`config.mk`:
```
export PLATFORM = sky130hd
export DESIGN_NAME = wb_commit_stage_flat
export DESIGN_NICKNAME = d
export VERILOG_FILES = /design/src/rtl/wb_commit_stage_if.sv /design/src/rtl/wb_commit_stage.sv /design/src/flat_wrapper.sv
export SDC_FILE = /design/constraint.sdc
export NUM_CORES = 1
export LEC_CHECK = 0
export BUFFER_PORTS_ARGS = -buffer_cell sky130_fd_sc_hd__buf_4
export CELL_PAD_IN_SITES_DETAIL_PLACEMENT = 0
export CELL_PAD_IN_SITES_GLOBAL_PLACEMENT = 1
export CORE_ASPECT_RATIO = 0.6
export CORE_MARGIN = 2
export CORE_UTILIZATION = 32
export CTS_CLUSTER_SIZE = 30
export DETAILED_ROUTE_END_ITERATION = 12
export PLACE_DENSITY_LB_ADDON = 0.15
export SKIP_LAST_GASP = 1
export SYNTH_ARGS = -nofsm -noshare
export SYNTH_HDL_FRONTEND = slang
export SYNTH_SLANG_ARGS = --single-unit
export TNS_END_PERCENT = 1
```
`constraint.sdc`:
```
create_clock -name clk -period 1.55 [get_ports clk]
set_input_delay 0.2325 -clock clk [delete_from_list [all_inputs] [get_ports clk]]
set_output_delay 0.2325 -clock clk [all_outputs]
set_load 0.01 [all_outputs]
```
`src/rtl/wb_commit_stage_if.sv`:
```
// MEM -> WB retirement handshake: instruction capture fields plus the load-data return path.
interface wb_commit_stage_if;
  logic        in_valid;
  logic        in_ready;
  logic        RegWrite_in;
  logic        MemtoReg_in;
  logic [4:0]  WriteRegister_in;
  logic [31:0] ALUResult_in;
  logic [31:0] LoadData;
  logic        LoadValid;

  modport master (
    output in_valid, RegWrite_in, MemtoReg_in, WriteRegister_in, ALUResult_in,
    output LoadData, LoadValid,
    input  in_ready
  );

  modport slave (
    input  in_valid, RegWrite_in, MemtoReg_in, WriteRegister_in, ALUResult_in,
    input  LoadData, LoadValid,
    output in_ready
  );
endinterface

```
`src/rtl/wb_commit_stage.sv`:
```
// MEM/WB pipeline register and write-back select; stalls upstream while a load is outstanding.
// Optional load watchdog enabled by defining WB_LOAD_TIMEOUT_EN.
module wb_commit_stage #(
  parameter int unsigned TIMEOUT_CYCLES = 16,
  parameter int unsigned CNT_W          = 32
) (
  input  logic                 clk,
  input  logic                 rst_n,
  wb_commit_stage_if.slave     bus,
  input  logic                 flush,
  output logic [4:0]           WriteRegister,
  output logic [31:0]          WriteData,
  output logic                 RegWrite,
  output logic                 load_stall,
  output logic                 load_error,
  output logic [CNT_W-1:0]     retired_count
);

  typedef enum logic {
    IDLE,
    WAIT_LOAD
  } state_t;

  state_t state;
  state_t nextState;

  logic       accept;
  logic       aluCommit;
  logic       loadStart;
  logic       loadDone;
  logic       timeout;
  logic [4:0] pendReg;
  logic       pendWr;

  // flush squashes anything arriving in the same cycle, including load data
  assign accept    = bus.in_valid && (state == IDLE) && !flush;
  assign aluCommit = accept && !bus.MemtoReg_in;
  assign loadStart = accept && bus.MemtoReg_in;
  assign loadDone  = (state == WAIT_LOAD) && bus.LoadValid && !flush;

  always_ff @(posedge clk or negedge rst_n) begin
    if (!rst_n) begin
      state <= IDLE;
    end else begin
      state <= nextState;
    end
  end

  always_comb begin
    nextState = state;
    unique case (state)
      IDLE: begin
        if (loadStart) nextState = WAIT_LOAD;
      end
      WAIT_LOAD: begin
        if (flush || bus.LoadValid || timeout) nextState = IDLE;
      end
      default: nextState = IDLE;
    endcase
  end

  always_comb begin
    bus.in_ready = (state == IDLE);
    load_stall   = (state == WAIT_LOAD);
  end

  always_ff @(posedge clk or negedge rst_n) begin
    if (!rst_n) begin
      pendReg <= '0;
      pendWr  <= 1'b0;
    end else if (loadStart) begin
      pendReg <= bus.WriteRegister_in;
      pendWr  <= bus.RegWrite_in;
    end
  end

  // Address/data update on every commit; RegWrite masks writes to $0
  always_ff @(posedge clk or negedge rst_n) begin
    if (!rst_n) begin
      WriteRegister <= '0;
      WriteData     <= '0;
      RegWrite      <= 1'b0;
      retired_count <= '0;
    end else begin
      RegWrite <= 1'b0;
      if (aluCommit) begin
        WriteRegister <= bus.WriteRegister_in;
        WriteData     <= bus.ALUResult_in;
        RegWrite      <= bus.RegWrite_in && (bus.WriteRegister_in != 5'd0);
        retired_count <= retired_count + CNT_W'(1);
      end else if (loadDone) begin
        WriteRegister <= pendReg;
        WriteData     <= bus.LoadData;
        RegWrite      <= pendWr && (pendReg != 5'd0);
        retired_count <= retired_count + CNT_W'(1);
      end
    end
  end

`ifdef WB_LOAD_TIMEOUT_EN
  localparam int unsigned TW = (TIMEOUT_CYCLES > 1) ? $clog2(TIMEOUT_CYCLES) : 1;

  logic [TW-1:0] waitCnt;

  // Expiry is the TIMEOUT_CYCLES-th empty wait cycle; load data arriving then still wins
  assign timeout = (state == WAIT_LOAD) && !flush && !bus.LoadValid &&
                   (waitCnt == TW'(TIMEOUT_CYCLES - 1));

  always_ff @(posedge clk or negedge rst_n) begin
    if (!rst_n) begin
      waitCnt <= '0;
    end else if (loadStart) begin
      waitCnt <= '0;
    end else if ((state == WAIT_LOAD) && !bus.LoadValid) begin
      waitCnt <= waitCnt + TW'(1);
    end
  end

  always_ff @(posedge clk or negedge rst_n) begin
    if (!rst_n) begin
      load_error <= 1'b0;
    end else begin
      load_error <= timeout;
    end
  end
`else
  logic unusedTimeoutCfg;

  assign timeout          = 1'b0;
  assign load_error       = 1'b0;
  assign unusedTimeoutCfg = (TIMEOUT_CYCLES != 0);
`endif

endmodule

```
`src/flat_wrapper.sv`:
```
// flat-port wrapper written by rule: the top's interface ports become plain ports
module wb_commit_stage_flat 
#(
  parameter int unsigned TIMEOUT_CYCLES = 16,
  parameter int unsigned CNT_W          = 32
)
  (clk, rst_n, flush, WriteRegister, WriteData, RegWrite, load_stall, load_error, retired_count, bus_in_valid, bus_RegWrite_in, bus_MemtoReg_in, bus_WriteRegister_in, bus_ALUResult_in, bus_LoadData, bus_LoadValid, bus_in_ready);
  wb_commit_stage_if bus_i ();
  input  logic clk;
  input  logic rst_n;
  input  logic flush;
  output logic [4:0] WriteRegister;
  output logic [31:0] WriteData;
  output logic RegWrite;
  output logic load_stall;
  output logic load_error;
  output logic [CNT_W-1:0] retired_count;
  input wire logic [$bits(bus_i.in_valid)-1:0] bus_in_valid;
  input wire logic [$bits(bus_i.RegWrite_in)-1:0] bus_RegWrite_in;
  input wire logic [$bits(bus_i.MemtoReg_in)-1:0] bus_MemtoReg_in;
  input wire logic [$bits(bus_i.WriteRegister_in)-1:0] bus_WriteRegister_in;
  input wire logic [$bits(bus_i.ALUResult_in)-1:0] bus_ALUResult_in;
  input wire logic [$bits(bus_i.LoadData)-1:0] bus_LoadData;
  input wire logic [$bits(bus_i.LoadValid)-1:0] bus_LoadValid;
  output wire logic [$bits(bus_i.in_ready)-1:0] bus_in_ready;
  assign bus_i.in_valid = bus_in_valid;
  assign bus_i.RegWrite_in = bus_RegWrite_in;
  assign bus_i.MemtoReg_in = bus_MemtoReg_in;
  assign bus_i.WriteRegister_in = bus_WriteRegister_in;
  assign bus_i.ALUResult_in = bus_ALUResult_in;
  assign bus_i.LoadData = bus_LoadData;
  assign bus_i.LoadValid = bus_LoadValid;
  assign bus_in_ready = bus_i.in_ready;
  wb_commit_stage #(.TIMEOUT_CYCLES(TIMEOUT_CYCLES), .CNT_W(CNT_W)) u_core (.clk(clk), .rst_n(rst_n), .bus(bus_i), .flush(flush), .WriteRegister(WriteRegister), .WriteData(WriteData), .RegWrite(RegWrite), .load_stall(load_stall), .load_error(load_error), .retired_count(retired_count));
endmodule
```
After elaboration in Yosys (flattened, before gate mapping)
Cells that the tools add are included.
W data, S select, Z words.
- output and inout port bits: 73
- flip-flop bits (word level): 77
- word-level logic and storage cells: 34
- bits of input ports: 76
- add/sub/neg operators: 1
- reduce and logical (&&, ||, !) cells: 14
- bitwise logic cells: 1
- muxes and demuxes: 11
- operator list (kind ; number):
    $mux W32 ; 4
    $add A32 B1 Y32 const B ; 1
    $mux W5 ; 2
    $reduce_bool A5 Y1 ; 2
    $logic_and A1 B1 Y1 ; 8
    $mux W1 ; 4
    $logic_not A1 Y1 ; 2
    $pmux W1 S2 ; 1
    $reduce_bool A2 Y1 ; 1
    $logic_or A1 B1 Y1 ; 1
    $not A1 Y1 ; 1

Longest topological paths before layout
- word-level depth: 6
- depth in mapped cells: 7
- mapped depth without buffers: 4

Worst setup path before layout
No wires, ideal clock.
- kind: reg2reg
- start point: register u_core.state (netlist: u_core.load_stall)
- end point: register u_core.WriteData[12]
- library setup time: 67 ps
- period minus slack after synthesis: 1715 ps
- stages on the path, launching flop included: 6
- buffers on the path: 2
- slack: -165 ps
- required time: 1483 ps
- arrival: 1649 ps
- cells stage by stage: dfrtp_1 > nor4b_4 > clkbuf_1 > buf_1 > a22oi_1 > nand2_1
- cells in the longest elaborated chain, start to end: 5
- elaborated cells on any way between the ends: 8
- classes of those cells: 1 x mux; 1 x bitwise; 6 x reduce/logical
- RTL lines (element ; RTL line ; RTL):
    start: declaration ; wb_commit_stage.sv:24 ; state_t state;
    start signal: assignment ; wb_commit_stage.sv:45 ; state <= nextState;
    $not A1 Y1 ; wb_commit_stage.sv:36 ; assign accept = bus.in_valid && (state == IDLE) && !flush;
    $logic_and A1 B1 Y1 (2 in series) ; wb_commit_stage.sv:36 ;
    $logic_and A1 B1 Y1 ; wb_commit_stage.sv:37 ; assign aluCommit = accept && !bus.MemtoReg_in;
    $mux W32 or $reduce_bool A2 Y1 (tied branches) ; -- ;
    end signal: assignment ; wb_commit_stage.sv:88 ; WriteData <= bus.ALUResult_in;
    end signal: assignment ; wb_commit_stage.sv:93 ; WriteData <= bus.LoadData;
    end: declaration ; wb_commit_stage.sv:12 ; output logic [31:0] WriteData,
Parallel ways exist; a longest one is shown, timed or not.
A chain may end at the register's enable or synchronous reset.

Worst setup path after layout
- start point: register u_core.retired_count[29]
- end point: register u_core.retired_count[31]
- cells in the longest elaborated chain, start to end: 3
- RTL lines (element ; RTL line ; RTL):
    start: declaration ; wb_commit_stage.sv:16 ; output logic [CNT_W-1:0] retired_count
    start signal: assignment ; wb_commit_stage.sv:90 ; retired_count <= retired_count + CNT_W'(1);
    start signal: assignment ; wb_commit_stage.sv:95 ; retired_count <= retired_count + CNT_W'(1);
    $add A32 B1 Y32 (*) ; wb_commit_stage.sv:90, wb_commit_stage.sv:95 ;
    $mux W32 ; wb_commit_stage.sv:91 ; end else if (loadDone) begin
    $mux W32 (*) ; wb_commit_stage.sv:86 ; if (aluCommit) begin
Mark *: on every way between the ends. The rest lies on a longest branch, timed or not. The select of a mux whose other input is x is not followed.

==> results.toml <==
[status]
outcome = "finished, violations left"
violations = "setup timing"

[logic_synthesis]
netlist_top_cells_count = "86 x nand2_1, 77 x dfrtp_1, 37 x a22oi_1, 21 x xnor2_1, 11 x nand4_1"
yosys.area.top_type = "dfrtp_1"
synth_seq_cells = 77
synthFlopType = "dfrtp_1"
synth_fp_nets = 400
async_flop_share_pct = 100
synth.avg_cell_area_sq_um = 10.6
synth_most_common_cell = "nand2_1"
netlist_area_sq_um = 3410
ys_types = 31
yosys_warnings = 0
synth_edf_count = 0
synth_top_area_share_pct = 56.5
synth_cells = 323
ys_top_cells_by_area = "dfrtp_1 56%, nand2_1 9.5%, a22oi_1 8.1%"
synth_seq_area_share_pct = 56.5

[placement]
place_inst = 633
place_ws_ns = -0.0611
gp_congestion = 0.828
portBuffers = 147
hpwl_mm = 7.21

[routing]
wire_per_inst_um = 14.6
drtIter0Drc = 189
wl_mm = 9.50
vias_per_cell = 4.71
ant_nets = 0
num_vias = 3064
dr.pass1.iters = 4
drc_errors = 0

[global_routing]
grt.overflow.total = 0
use_met1_pct = 24.0
met3_usage_pct = 4.74
grt_pass1_vias = 3093
grt_pass1_wl_mm = 15.4
use_met2_pct = 26.1
top_usage_layer = "met2"
antenna_found_initial = 0
grt_use_total_pct = 17.1
grt_start_max_net_pins = 40

[sta]
rsz0062_at_grt = "true"
final.period_utilization_pct = 101
report.final.hold_viol_count = 0
finalWorstSetupSlack_ns = -0.00838
holdWs_ns = 0.121
setup_viol = 1
slew_violations = 0
skew_ns = 0.00596
fmax_ghz = 0.642
layout_min_cycle_time_ns = 1.56

[job]
max-cap-violations = 0

[clock_tree]
htree_levels = 3
insertion_delay_ns = 0.33
clockBufferDepth = 2
cts-root-buf = "clkbuf_16"
clk_pin_slew_worst_paths_ns = 0.06
numCtsBuffers = 9
tritoncts = "yes"
clock_sinks = 77

[cells_and_area]
regArea_sq_um = 1930
synthToLayoutAreaGrowth_pct = 57.5
drive_above_1_share_pct = 44.7
n_fill_cell = 1001
final_nets = 584
antennaDiodeCount = 0
fin_cells = 651
multiInputGateArea_sq_um = 1490

[setup_path]
worstPathRequired_ns = 1.80
crit_type = "reg2reg"
max_stage_delay_ns = 0.52
reg2reg_slack_ns = -0.008
cp-end-kind = "flip-flop"
timing.rr.start = "u_core.retired_count[29]"
ff2ff_path_depth = 4
start_kind = "flip-flop"
reg2reg_to = "u_core.retired_count[31]"
cp_cell_sequence = "nand4_1 -> or4_1 -> nor4_2 -> xor2_1"
cp_slowest_cell = "or4_1"
cp_max_fo = 2
arrival_ns = 1.81

[worst_hold_path]
worstHoldPathType = "in2reg"
hold_end = "u_core.WriteData[26]"
hold_depth = 3
worstHoldStart = "bus_ALUResult_in[26]"

[die]
chipHeight_um = 84.0
rows = 29
core_sq_um = 10500
die_x_um = 137
start_util_pct = 32.5
die_area_sq_um = 11500
ioPinCount = 149

[pwr]
clock_power_share_pct = 34.6
power.leakage_nw = 2.75
power.switching_mw = 1.64
p_int_mw = 4.31
totalPowerFinal_mw = 5.95
power_frac_comb_pct = 23.5
ir_drop_mv = 0.659
sw_frac_of_total_pct = 27.6
p_per_area_nw_per_um2 = 1110
p_seq_share_pct = 41.9
-- placed cells by master (no fill, tap or decap), types with 4 or more instances in the layout --
cell type,count
and4_1,4
nand2_1,86
clkbuf_16,9
dfrtp_1,76
buf_4,185
xnor2_1,21
nor4_2,7
nand4_1,11
and2_1,4
a22oi_1,37
mux2_2,7
xor2_1,10
and3_1,6
buf_12,4
nand3_1,9
-- logic make-up after synthesis --
group,share of synthesized area [%]
other,0.110
AO/OA/AOI/OAI,9.86
flip-flops,56.5
buffers and inverters,2.46
XOR/XNOR,7.96
AND/OR/NAND/NOR,20.5
adder cells (fa/ha/maj),0.367
multiplexers,2.31
-- flip-flops by register name, summed over array words and instances (netlist names) --
signal                count
u_core.pendWr             1
u_core.WriteRegister      5
u_core.load_stall         1
u_core.RegWrite           1
u_core.retired_count     32
u_core.pendReg            5
u_core.WriteData         32
-- routing by layer --
metal / vias to the layer above / wire (um)
li1: 1511 / -
met1: 1461 / 4530
met2: 84 / 4270
met3: 8 / 612
met4: 0 / 83
met5: - / 0
-- cell type report --
cell class,count,share of cell area [%]
clock inverter,6,1.19
multi-input combinational,226,27.7
timing repair buffer,190,27.5
sequential,77,35.9
tap,139,3.24
inverter,3,0.210
clock buffer,10,4.26
-- critical path: cells and delay by family, from the launching register on --
kind,cells,cell delay [ns]
AND/OR/NAND/NOR,3,0.96
XOR/XNOR,1,0.16
flip-flops,1,0.36
-- through the flow --
step	TNS [ns]	utilization (%)	instance area, sq um
after floorplan	-0.794	-	3470
after global placement	0	47.9	5020
after detailed placement	-0.0633	47.9	5020
after CTS	-0.101	50.9	5330
after global routing	-3.95	51.2	5370
final	-0.00838	51.2	5370
-- how the worst max path moves through the flow --
stage / startpoint / slack (ns) / cells past startpoint / to
finish: u_core.retired_count[29] / -0.008 / 4 / u_core.retired_count[31]
global route: u_core.load_stall / -0.09 / 5 / u_core.retired_count[23]
CTS: u_core.load_stall / -0.03 / 6 / u_core.retired_count[30]
detailed placement: bus_MemtoReg_in / -0.06 / 7 / u_core.retired_count[20]
global placement: bus_MemtoReg_in / 0.01 / 7 / u_core.retired_count[26]
floorplan: u_core.load_stall / -0.06 / 4 / u_core.retired_count[20]
-- timing repair --
item,4_1_cts,5_1_grt
endpoints found under the hold margin,24,0
resized for setup,1,6
hold buffers,1,0
buffers inserted,0,1
endpoints found under the setup margin,6,73
pin swaps,0,4
-- power by group through the flow --
| stage | logic, mW | registers (mW) | clock network [mW] |
|---|---|---|---|
| 2_1_floorplan | 0.339 | 2.71 | 0 |
| 3_3_place_gp | 1.40 | 2.51 | 0 |
| 3_5_place_dp | 1.42 | 2.53 | 0 |
| 4_1_cts | 1.43 | 2.50 | 2.12 |
| 5_1_grt | 1.54 | 2.54 | 2.20 |
| 6_report | 1.40 | 2.49 | 2.06 |
No activity file was read; power rests on OpenSTA's default activity.
